$ cat src/rtl/ram_bist_pkg.sv
// ram_bist_pkg: shared state encoding and test-pattern generator for the RAM
// built-in self-test controller and its compare stage.
package ram_bist_pkg;

    // Controller states; DRAIN absorbs the final read's one-cycle latency.
    typedef enum logic [2:0] {
        IDLE  = 3'd0,
        WRITE = 3'd1,
        READ  = 3'd2,
        DRAIN = 3'd3,
        DONE  = 3'd4
    } state_t;

    // Widest address / data the pattern function can serve; callers cast the
    // result down to their own data width.
    localparam int PAT_MAX_A = 32;
    localparam int PAT_MAX_D = 64;

    // Bit i of the base word is address bit (i mod a_width); pass 1 inverts it.
    function automatic logic [PAT_MAX_D-1:0] pat(
        input logic [PAT_MAX_A-1:0] a,
        input logic                 p,
        input int                   a_width,
        input int                   d_width
    );
        logic [PAT_MAX_D-1:0] w;
        w = '0;
        for (int i = 0; i < PAT_MAX_D; i++) begin
            if (i < d_width) begin
                w[6'(i)] = a[5'(i % a_width)] ^ p;
            end
        end
        return w;
    endfunction

endpackage

$ cat src/rtl/ram_bist_if.sv
// ram_bist_if: the RAM-facing bus of the BIST controller (write port, read
// address and registered read data). master = controller, slave = RAM.
interface ram_bist_if #(
    parameter int D_WIDTH = 16,
    parameter int A_WIDTH = 5
) ();
    logic [A_WIDTH-1:0] address_write;
    logic [D_WIDTH-1:0] data_write;
    logic               write_enable;
    logic [A_WIDTH-1:0] address_read;
    logic [D_WIDTH-1:0] data_read;

    modport master (
        output address_write,
        output data_write,
        output write_enable,
        output address_read,
        input  data_read
    );

    modport slave (
        input  address_write,
        input  data_write,
        input  write_enable,
        input  address_read,
        output data_read
    );
endinterface

$ cat src/rtl/ram_bist_cmp.sv
// ram_bist_cmp: delays each issued read address by one cycle to line it up
// with the RAM's registered read data, compares against the expected pattern
// and keeps the sticky fail flag. With RAM_BIST_ERRLOG_EN defined it also
// logs address/expected/actual of the first mismatch of a run.
module ram_bist_cmp
    import ram_bist_pkg::*;
#(
    parameter int D_WIDTH = 16,
    parameter int A_WIDTH = 5
) (
    input  logic               clk,
    input  logic               rst_n,
    input  logic               clear,       // start accepted: new run
    input  logic               rd_issue,    // a read address is on the bus this cycle
    input  logic [A_WIDTH-1:0] rd_addr,
    input  logic               pass,
    input  logic [D_WIDTH-1:0] data_read,
    output logic               fail,
    output logic [A_WIDTH-1:0] fail_addr,
    output logic [D_WIDTH-1:0] fail_expected,
    output logic [D_WIDTH-1:0] fail_actual
);

    logic               rd_vld_q, rd_vld_d;
    logic [A_WIDTH-1:0] rd_addr_q, rd_addr_d;
    logic               fail_q, fail_d;
    logic [D_WIDTH-1:0] exp_word;
    logic               mismatch;

    // Read-delay stage and sticky fail flag next-state.
    always_comb begin
        rd_vld_d  = rd_issue;
        rd_addr_d = rd_addr;
        exp_word  = D_WIDTH'(pat(PAT_MAX_A'(rd_addr_q), pass, A_WIDTH, D_WIDTH));
        mismatch  = rd_vld_q && (data_read != exp_word);
        fail_d    = clear ? 1'b0 : (fail_q | mismatch);
    end

    // Registers for the delay stage and fail flag.
    always_ff @(posedge clk or negedge rst_n) begin
        if (!rst_n) begin
            rd_vld_q  <= 1'b0;
            rd_addr_q <= '0;
            fail_q    <= 1'b0;
        end else begin
            rd_vld_q  <= rd_vld_d;
            rd_addr_q <= rd_addr_d;
            fail_q    <= fail_d;
        end
    end

    assign fail = fail_q;

`ifdef RAM_BIST_ERRLOG_EN
    logic [A_WIDTH-1:0] log_addr_q, log_addr_d;
    logic [D_WIDTH-1:0] log_exp_q, log_exp_d;
    logic [D_WIDTH-1:0] log_act_q, log_act_d;

    // Capture only the first mismatch of a run (fail_q still low).
    always_comb begin
        log_addr_d = log_addr_q;
        log_exp_d  = log_exp_q;
        log_act_d  = log_act_q;
        if (clear) begin
            log_addr_d = '0;
            log_exp_d  = '0;
            log_act_d  = '0;
        end else if (mismatch && !fail_q) begin
            log_addr_d = rd_addr_q;
            log_exp_d  = exp_word;
            log_act_d  = data_read;
        end
    end

    // Error-log registers.
    always_ff @(posedge clk or negedge rst_n) begin
        if (!rst_n) begin
            log_addr_q <= '0;
            log_exp_q  <= '0;
            log_act_q  <= '0;
        end else begin
            log_addr_q <= log_addr_d;
            log_exp_q  <= log_exp_d;
            log_act_q  <= log_act_d;
        end
    end

    assign fail_addr     = log_addr_q;
    assign fail_expected = log_exp_q;
    assign fail_actual   = log_act_q;
`else
    assign fail_addr     = '0;
    assign fail_expected = '0;
    assign fail_actual   = '0;
`endif

endmodule

$ cat src/rtl/ram_bist.sv
// ram_bist: two-pass write / read-compare self-test over every RAM address.
// Optional first-failure log is enabled by defining RAM_BIST_ERRLOG_EN.
//
// Handshake: start is a one-cycle request with no ready; it is accepted on a
// clock edge only while the controller is in IDLE or DONE and ignored
// otherwise. busy is high from the cycle after acceptance until DONE; done is
// a level that stays high until the next accepted start.
module ram_bist
    import ram_bist_pkg::*;
#(
    parameter int D_WIDTH = 16,
    parameter int A_WIDTH = 5
) (
    input  logic               clk,
    input  logic               rst_n,
    input  logic               start,
    output logic               busy,
    output logic               done,
    output logic               fail,
    output logic [A_WIDTH-1:0] fail_addr,
    output logic [D_WIDTH-1:0] fail_expected,
    output logic [D_WIDTH-1:0] fail_actual,
    output state_t             dbg_state,
    ram_bist_if.master         ram
);

    localparam int                 DEPTH = 2 ** A_WIDTH;
    localparam logic [A_WIDTH-1:0] LAST  = A_WIDTH'(DEPTH - 1);

    state_t             state_q, state_d;
    logic [A_WIDTH-1:0] counter_q, counter_d;
    logic               pass_q, pass_d;
    logic               busy_q, busy_d;
    logic               done_q, done_d;
    logic               we_q, we_d;
    logic [A_WIDTH-1:0] aw_q, aw_d;
    logic [D_WIDTH-1:0] dw_q, dw_d;
    logic [A_WIDTH-1:0] ar_q, ar_d;
    logic               start_acc;

    // Next-state and registered-output logic; outputs are computed for the
    // state being entered so they appear on the bus in that state's cycles.
    always_comb begin
        state_d   = state_q;
        counter_d = counter_q;
        pass_d    = pass_q;
        busy_d    = busy_q;
        done_d    = done_q;
        we_d      = 1'b0;
        aw_d      = aw_q;
        dw_d      = dw_q;
        ar_d      = ar_q;
        start_acc = 1'b0;
        case (state_q)
            IDLE, DONE: begin
                if (start) begin
                    start_acc = 1'b1;
                    state_d   = WRITE;
                    counter_d = '0;
                    pass_d    = 1'b0;
                    busy_d    = 1'b1;
                    done_d    = 1'b0;
                    we_d      = 1'b1;
                    aw_d      = '0;
                end
            end
            WRITE: begin
                if (counter_q == LAST) begin
                    state_d   = READ;
                    counter_d = '0;
                    ar_d      = '0;
                end else begin
                    counter_d = counter_q + 1'b1;
                    we_d      = 1'b1;
                    aw_d      = counter_q + 1'b1;
                end
            end
            READ: begin
                if (counter_q == LAST) begin
                    state_d   = DRAIN;
                    counter_d = '0;
                end else begin
                    counter_d = counter_q + 1'b1;
                    ar_d      = counter_q + 1'b1;
                end
            end
            DRAIN: begin
                if (!pass_q) begin
                    state_d = WRITE;
                    pass_d  = 1'b1;
                    we_d    = 1'b1;
                    aw_d    = '0;
                end else begin
                    state_d = DONE;
                    busy_d  = 1'b0;
                    done_d  = 1'b1;
                end
            end
            default: begin
                state_d = IDLE;
            end
        endcase
        if (we_d) begin
            dw_d = D_WIDTH'(pat(PAT_MAX_A'(aw_d), pass_d, A_WIDTH, D_WIDTH));
        end
    end

    // Controller state and registered outputs.
    always_ff @(posedge clk or negedge rst_n) begin
        if (!rst_n) begin
            state_q   <= IDLE;
            counter_q <= '0;
            pass_q    <= 1'b0;
            busy_q    <= 1'b0;
            done_q    <= 1'b0;
            we_q      <= 1'b0;
            aw_q      <= '0;
            dw_q      <= '0;
            ar_q      <= '0;
        end else begin
            state_q   <= state_d;
            counter_q <= counter_d;
            pass_q    <= pass_d;
            busy_q    <= busy_d;
            done_q    <= done_d;
            we_q      <= we_d;
            aw_q      <= aw_d;
            dw_q      <= dw_d;
            ar_q      <= ar_d;
        end
    end

    assign busy              = busy_q;
    assign done              = done_q;
    assign dbg_state         = state_q;
    assign ram.write_enable  = we_q;
    assign ram.address_write = aw_q;
    assign ram.data_write    = dw_q;
    assign ram.address_read  = ar_q;

    ram_bist_cmp #(
        .D_WIDTH (D_WIDTH),
        .A_WIDTH (A_WIDTH)
    ) u_cmp (
        .clk           (clk),
        .rst_n         (rst_n),
        .clear         (start_acc),
        .rd_issue      (state_q == READ),
        .rd_addr       (ar_q),
        .pass          (pass_q),
        .data_read     (ram.data_read),
        .fail          (fail),
        .fail_addr     (fail_addr),
        .fail_expected (fail_expected),
        .fail_actual   (fail_actual)
    );

endmodule

$ cat src/flat_wrapper.sv
// flat-port wrapper written by rule: the top's interface ports become plain ports
module ram_bist_flat import ram_bist_pkg::*;
#(
    parameter int D_WIDTH = 16,
    parameter int A_WIDTH = 5
)
  (clk, rst_n, start, busy, done, fail, fail_addr, fail_expected, fail_actual, dbg_state, ram_address_write, ram_data_write, ram_write_enable, ram_address_read, ram_data_read);
  ram_bist_if #(.D_WIDTH(D_WIDTH), .A_WIDTH(A_WIDTH)) ram_i ();
  input  logic clk;
  input  logic rst_n;
  input  logic start;
  output logic busy;
  output logic done;
  output logic fail;
  output logic [A_WIDTH-1:0] fail_addr;
  output logic [D_WIDTH-1:0] fail_expected;
  output logic [D_WIDTH-1:0] fail_actual;
  output state_t dbg_state;
  output wire logic [$bits(ram_i.address_write)-1:0] ram_address_write;
  output wire logic [$bits(ram_i.data_write)-1:0] ram_data_write;
  output wire logic [$bits(ram_i.write_enable)-1:0] ram_write_enable;
  output wire logic [$bits(ram_i.address_read)-1:0] ram_address_read;
  input wire logic [$bits(ram_i.data_read)-1:0] ram_data_read;
  assign ram_address_write = ram_i.address_write;
  assign ram_data_write = ram_i.data_write;
  assign ram_write_enable = ram_i.write_enable;
  assign ram_address_read = ram_i.address_read;
  assign ram_i.data_read = ram_data_read;
  ram_bist #(.D_WIDTH(D_WIDTH), .A_WIDTH(A_WIDTH)) u_core (.clk(clk), .rst_n(rst_n), .start(start), .busy(busy), .done(done), .fail(fail), .fail_addr(fail_addr), .fail_expected(fail_expected), .fail_actual(fail_actual), .dbg_state(dbg_state), .ram(ram_i));
endmodule
$ cat config.mk
export PLATFORM = sky130hd
export DESIGN_NAME = ram_bist_flat
export DESIGN_NICKNAME = d
export VERILOG_FILES = /design/src/rtl/ram_bist_pkg.sv /design/src/rtl/ram_bist_if.sv /design/src/rtl/ram_bist_cmp.sv /design/src/rtl/ram_bist.sv /design/src/flat_wrapper.sv
export SDC_FILE = /design/constraint.sdc
export NUM_CORES = 1
export LEC_CHECK = 0
export ABC_AREA = 1
export CAP_MARGIN = 15
export CORE_MARGIN = 3
export CORE_UTILIZATION = 40
export DETAILED_ROUTE_END_ITERATION = 10
export PLACE_DENSITY = 0.77
export SETUP_SLACK_MARGIN = 0.3
export SKIP_CTS_REPAIR_TIMING = 1
export SYNTH_ARGS = -nofsm -noshare
export SYNTH_HDL_FRONTEND = slang
export SYNTH_SLANG_ARGS = --single-unit
$ cat constraint.sdc
create_clock -name clk -period 1.6 [get_ports clk]
set_input_delay 0.16 -clock clk [delete_from_list [all_inputs] [get_ports clk]]
set_output_delay 0.16 -clock clk [all_outputs]
set_load 0.01 [all_outputs]
==> reports/qor.csv <==
stage,metric,value,unit
timing,RSZ-0062 raised after global routing,yes,
pwr,Switch Pwr,3.09,mW
clock_tree,# clock sinks,34,
cells_and_area,post-route cell area,3310,um2
drt,via count,2086,
timing,Final Max Tran Viols,0,
min_path,Tightest Hold Check Type,primary input to asynchronous set/reset pin,
critical_path,crit start category,flop,
timing,final setup fails,4,
critical_path,crit path launch,u_core.counter_q[0]$_DFFE_PN0P_,
critical_path,CP endpoint kind,flop,
drt,drt wl/cell,11.9,um
logic_synthesis,Mean Syn Cell Area,7.30,um2
cells_and_area,most frequent cells in the layout,"nand2_1 (85), inv_1 (38), conb_1 (37)",
die,die area,6810,um2
placed_design,DP HPWL,3.77,mm
pwr,Peak VDD IR,0.00112,V
timing,endpoints failing hold,0,
run_status,failing checks,setup timing,
global_route,grt ovf,0,
cells_and_area,layout overhead on the synthesized area,41.5,%
critical_path,CP endpoint,u_core.ram.data_write[12]$_DFFE_PN0P_,
logic_synthesis,Synth async-reset ratio,1.00,
placed_design,Area after DPL,2840,um2
clock_tree,CTS Buf Count,5,
logic_synthesis,Mapped Cells,321,
cells_and_area,n_diodes,0,
drt,DRT Wirelength,5.51,mm
pwr,Final Total Pwr,6.70,mW
global_route,all-layer global routing usage,0.149,
global_route,vias in the first global route,1838,
die,Die Height,82.5,um
drt,drt drc,0,
run_status,status,"complete, but fails checks",
critical_path,crit path kind,flop to flop,
timing,Fmax,0.600,GHz
pwr,Net Sw Frac,0.461,
die,Die X,82.5,um
critical_path,r2r setup slk,-0.07,ns
clock_tree,"Reg clk slew, reported paths",0.07,ns
logic_synthesis,most area-hungry cell type in the Yosys netlist,dfrtp_1,
critical_path,launching point of the worst reg2reg path,u_core.counter_q[0]$_DFFE_PN0P_,
critical_path,Worst Path Required,1.78,ns
pwr,Static Leak,2.08,nW
timing,skew final,0.00374,ns
cells_and_area,Finished Core Util,0.594,
clock_tree,Skew-Pair Late Insertion Delay,0.29,ns
timing,WHS,0.265,ns
logic_synthesis,Synth Cell Area,2340,um2
drt,routed vias/inst,4.51,
die,Core Rows,27,
clock_tree,CTS tree,yes,
die,core area,5570,um2
cells_and_area,final net count,411,
pwr,Internal,3.61,mW
placed_design,Final Wtd Congestion,0.823,
pwr,clock share of power,0.115,
logic_synthesis,synth top area cells,"dfrtp_1 (36%), nand2_1 (17%), buf_4 (16%)",
placed_design,port bufs,51,
logic_synthesis,"Seq/Total Area, Yosys",0.363,
job,Maximum Capacitance Violations,0,
timing,crit path time final,1.67,ns
clock_tree,htree depth,2,
drt,Antenna Violating Nets Remaining,0,
timing,final period utilization,1.04,
logic_synthesis,Synth top area share,0.363,
timing,Final WS setup,-0.0672,ns
logic_synthesis,commonest register cell after synthesis,dfrtp_1,
critical_path,Crit path arrival time,1.85,ns
global_route,antenna violations before repair,0,
die,Initial Util,0.420,
global_route,largest net degree at the start of global routing,35,
timing,Sum Neg Setup Slack,-0.135,ns
critical_path,worst reg-to-reg path cell count,13,
drt,Iter 0 DRT Violations,66,
clock_tree,CTS Root Cell,clkbuf_8,
pwr,Pwr Density,2020,nW/um2
global_route,wire length of the first global-routing pass,7.91,mm
die,I/O pin count,89,
logic_synthesis,Ys Warns,0,
critical_path,reg2reg end,u_core.ram.data_write[12]$_DFFE_PN0P_,
clock_tree,maximum root-to-sink buffer count,2,
cells_and_area,"most common cell after layout, fill and taps aside",nand2_1,
pwr,Seq pwr share,0.235,
cells_and_area,fraction of layout cells with a size suffix above 1,0.261,
critical_path,CP Max Fanout,3,
drt,drt pass-1 iters,4,
pwr,Comb power frac,0.650,
logic_synthesis,Post-synth EDFFs,0,
logic_synthesis,post-synthesis cell type count,28,
logic_synthesis,Synth Register Bits,34,
registers in the layout, summed over array words and instances, names as in the netlist:
name and cells:
u_core.counter_q 5, u_core.ram.address_read 5, u_core.ram.address_write 5, u_core.ram.data_write 5, u_core.u_cmp.rd_addr_q 5, u_core.dbg_state 3
u_core.busy 1, u_core.done 1, u_core.pass_q 1, u_core.ram.write_enable 1, u_core.u_cmp.fail 1, u_core.u_cmp.rd_vld_q 1
cell type report:
class | count | area, um2
clock buffer | 5 | 68.8
sequential | 34 | 856
multi-input combinational | 222 | 1240
fill | 488 | 2260
clock inverter | 3 | 40.0
tap | 72 | 90.1
timing repair buffer | 76 | 803
inverter | 51 | 219
synth_stat cells (2+ instances only):
cell and instances:
inv_1 38, nand3b_1 2, dfrtp_1 34, nand2_1 106, o21ai_2 5, nand3_1 18
nand2_2 8, o21ai_1 5, o211ai_1 5, a21oi_1 2, o22ai_1 4, o21ai_0 4
nor2_4 2, inv_2 11, ha_1 2, nor2_1 14, buf_4 49, inv_4 2
layer usage:
layer / global-route usage / routed length (um) / up-vias
li1: - / - / 1040
met1: 0.182 / 2110 / 965
met2: 0.258 / 2920 / 74
met3: 0.0347 / 425 / 7
met4: 0.0441 / 59 / 0
met5: 0 / 0 / -
worst max-delay path: stages (launching register included):
cell     delay [ns]
dfrtp_1        0.39
ha_2           0.20
buf_4          0.13
buf_4          0.12
xnor2_1        0.15
nor2_1         0.06
inv_1          0.09
nand2_1        0.08
nand2_2        0.08
o21ai_4        0.07
inv_2          0.04
nand2_1        0.04
nand3_1        0.07
nand2_1        0.05
stage by stage:
step,setup slack [ns],std cells
2_1_floorplan,-0.0259,357
3_3_place_gp,0.00165,446
3_5_place_dp,-0.0702,446
4_1_cts,-0.0691,454
5_1_grt,-0.160,463
6_report,-0.0672,463
cell families after synthesis:
logic type	after synthesis	synth area share
flip-flops	34	0.363
other	1	0.00160
AND/OR/NAND/NOR	152	0.284
buffers and inverters	101	0.243
XOR/XNOR	2	0.00748
AO/OA/AOI/OAI	29	0.0897
adder cells (fa/ha/maj)	2	0.0107
worst min path at each step:
stage | depth (start not counted) | endpoint
after floorplan | 0 | u_core.busy$_DFFE_PN0P_
after global placement | 0 | u_core.u_cmp.rd_addr_q[1]$_DFF_PN0_
after detailed placement | 0 | u_core.u_cmp.rd_addr_q[2]$_DFF_PN0_
after CTS | 2 | u_core.ram.address_write[2]$_DFF_PN0_
after global routing | 2 | u_core.ram.address_write[2]$_DFF_PN0_
final | 2 | u_core.ram.address_write[2]$_DFF_PN0_
power groups by stage:
stage / combinational (mW) / sequential [mW] / clock [mW]
finish: 4.35 / 1.58 / 0.770
global route: 4.78 / 1.62 / 0.817
detailed placement: 3.78 / 1.54 / 0
global placement: 3.71 / 1.52 / 0
floorplan: 2.39 / 1.62 / 0
CTS: 3.80 / 1.53 / 0.788
Note: power is estimated with default switching activity, not from simulation.
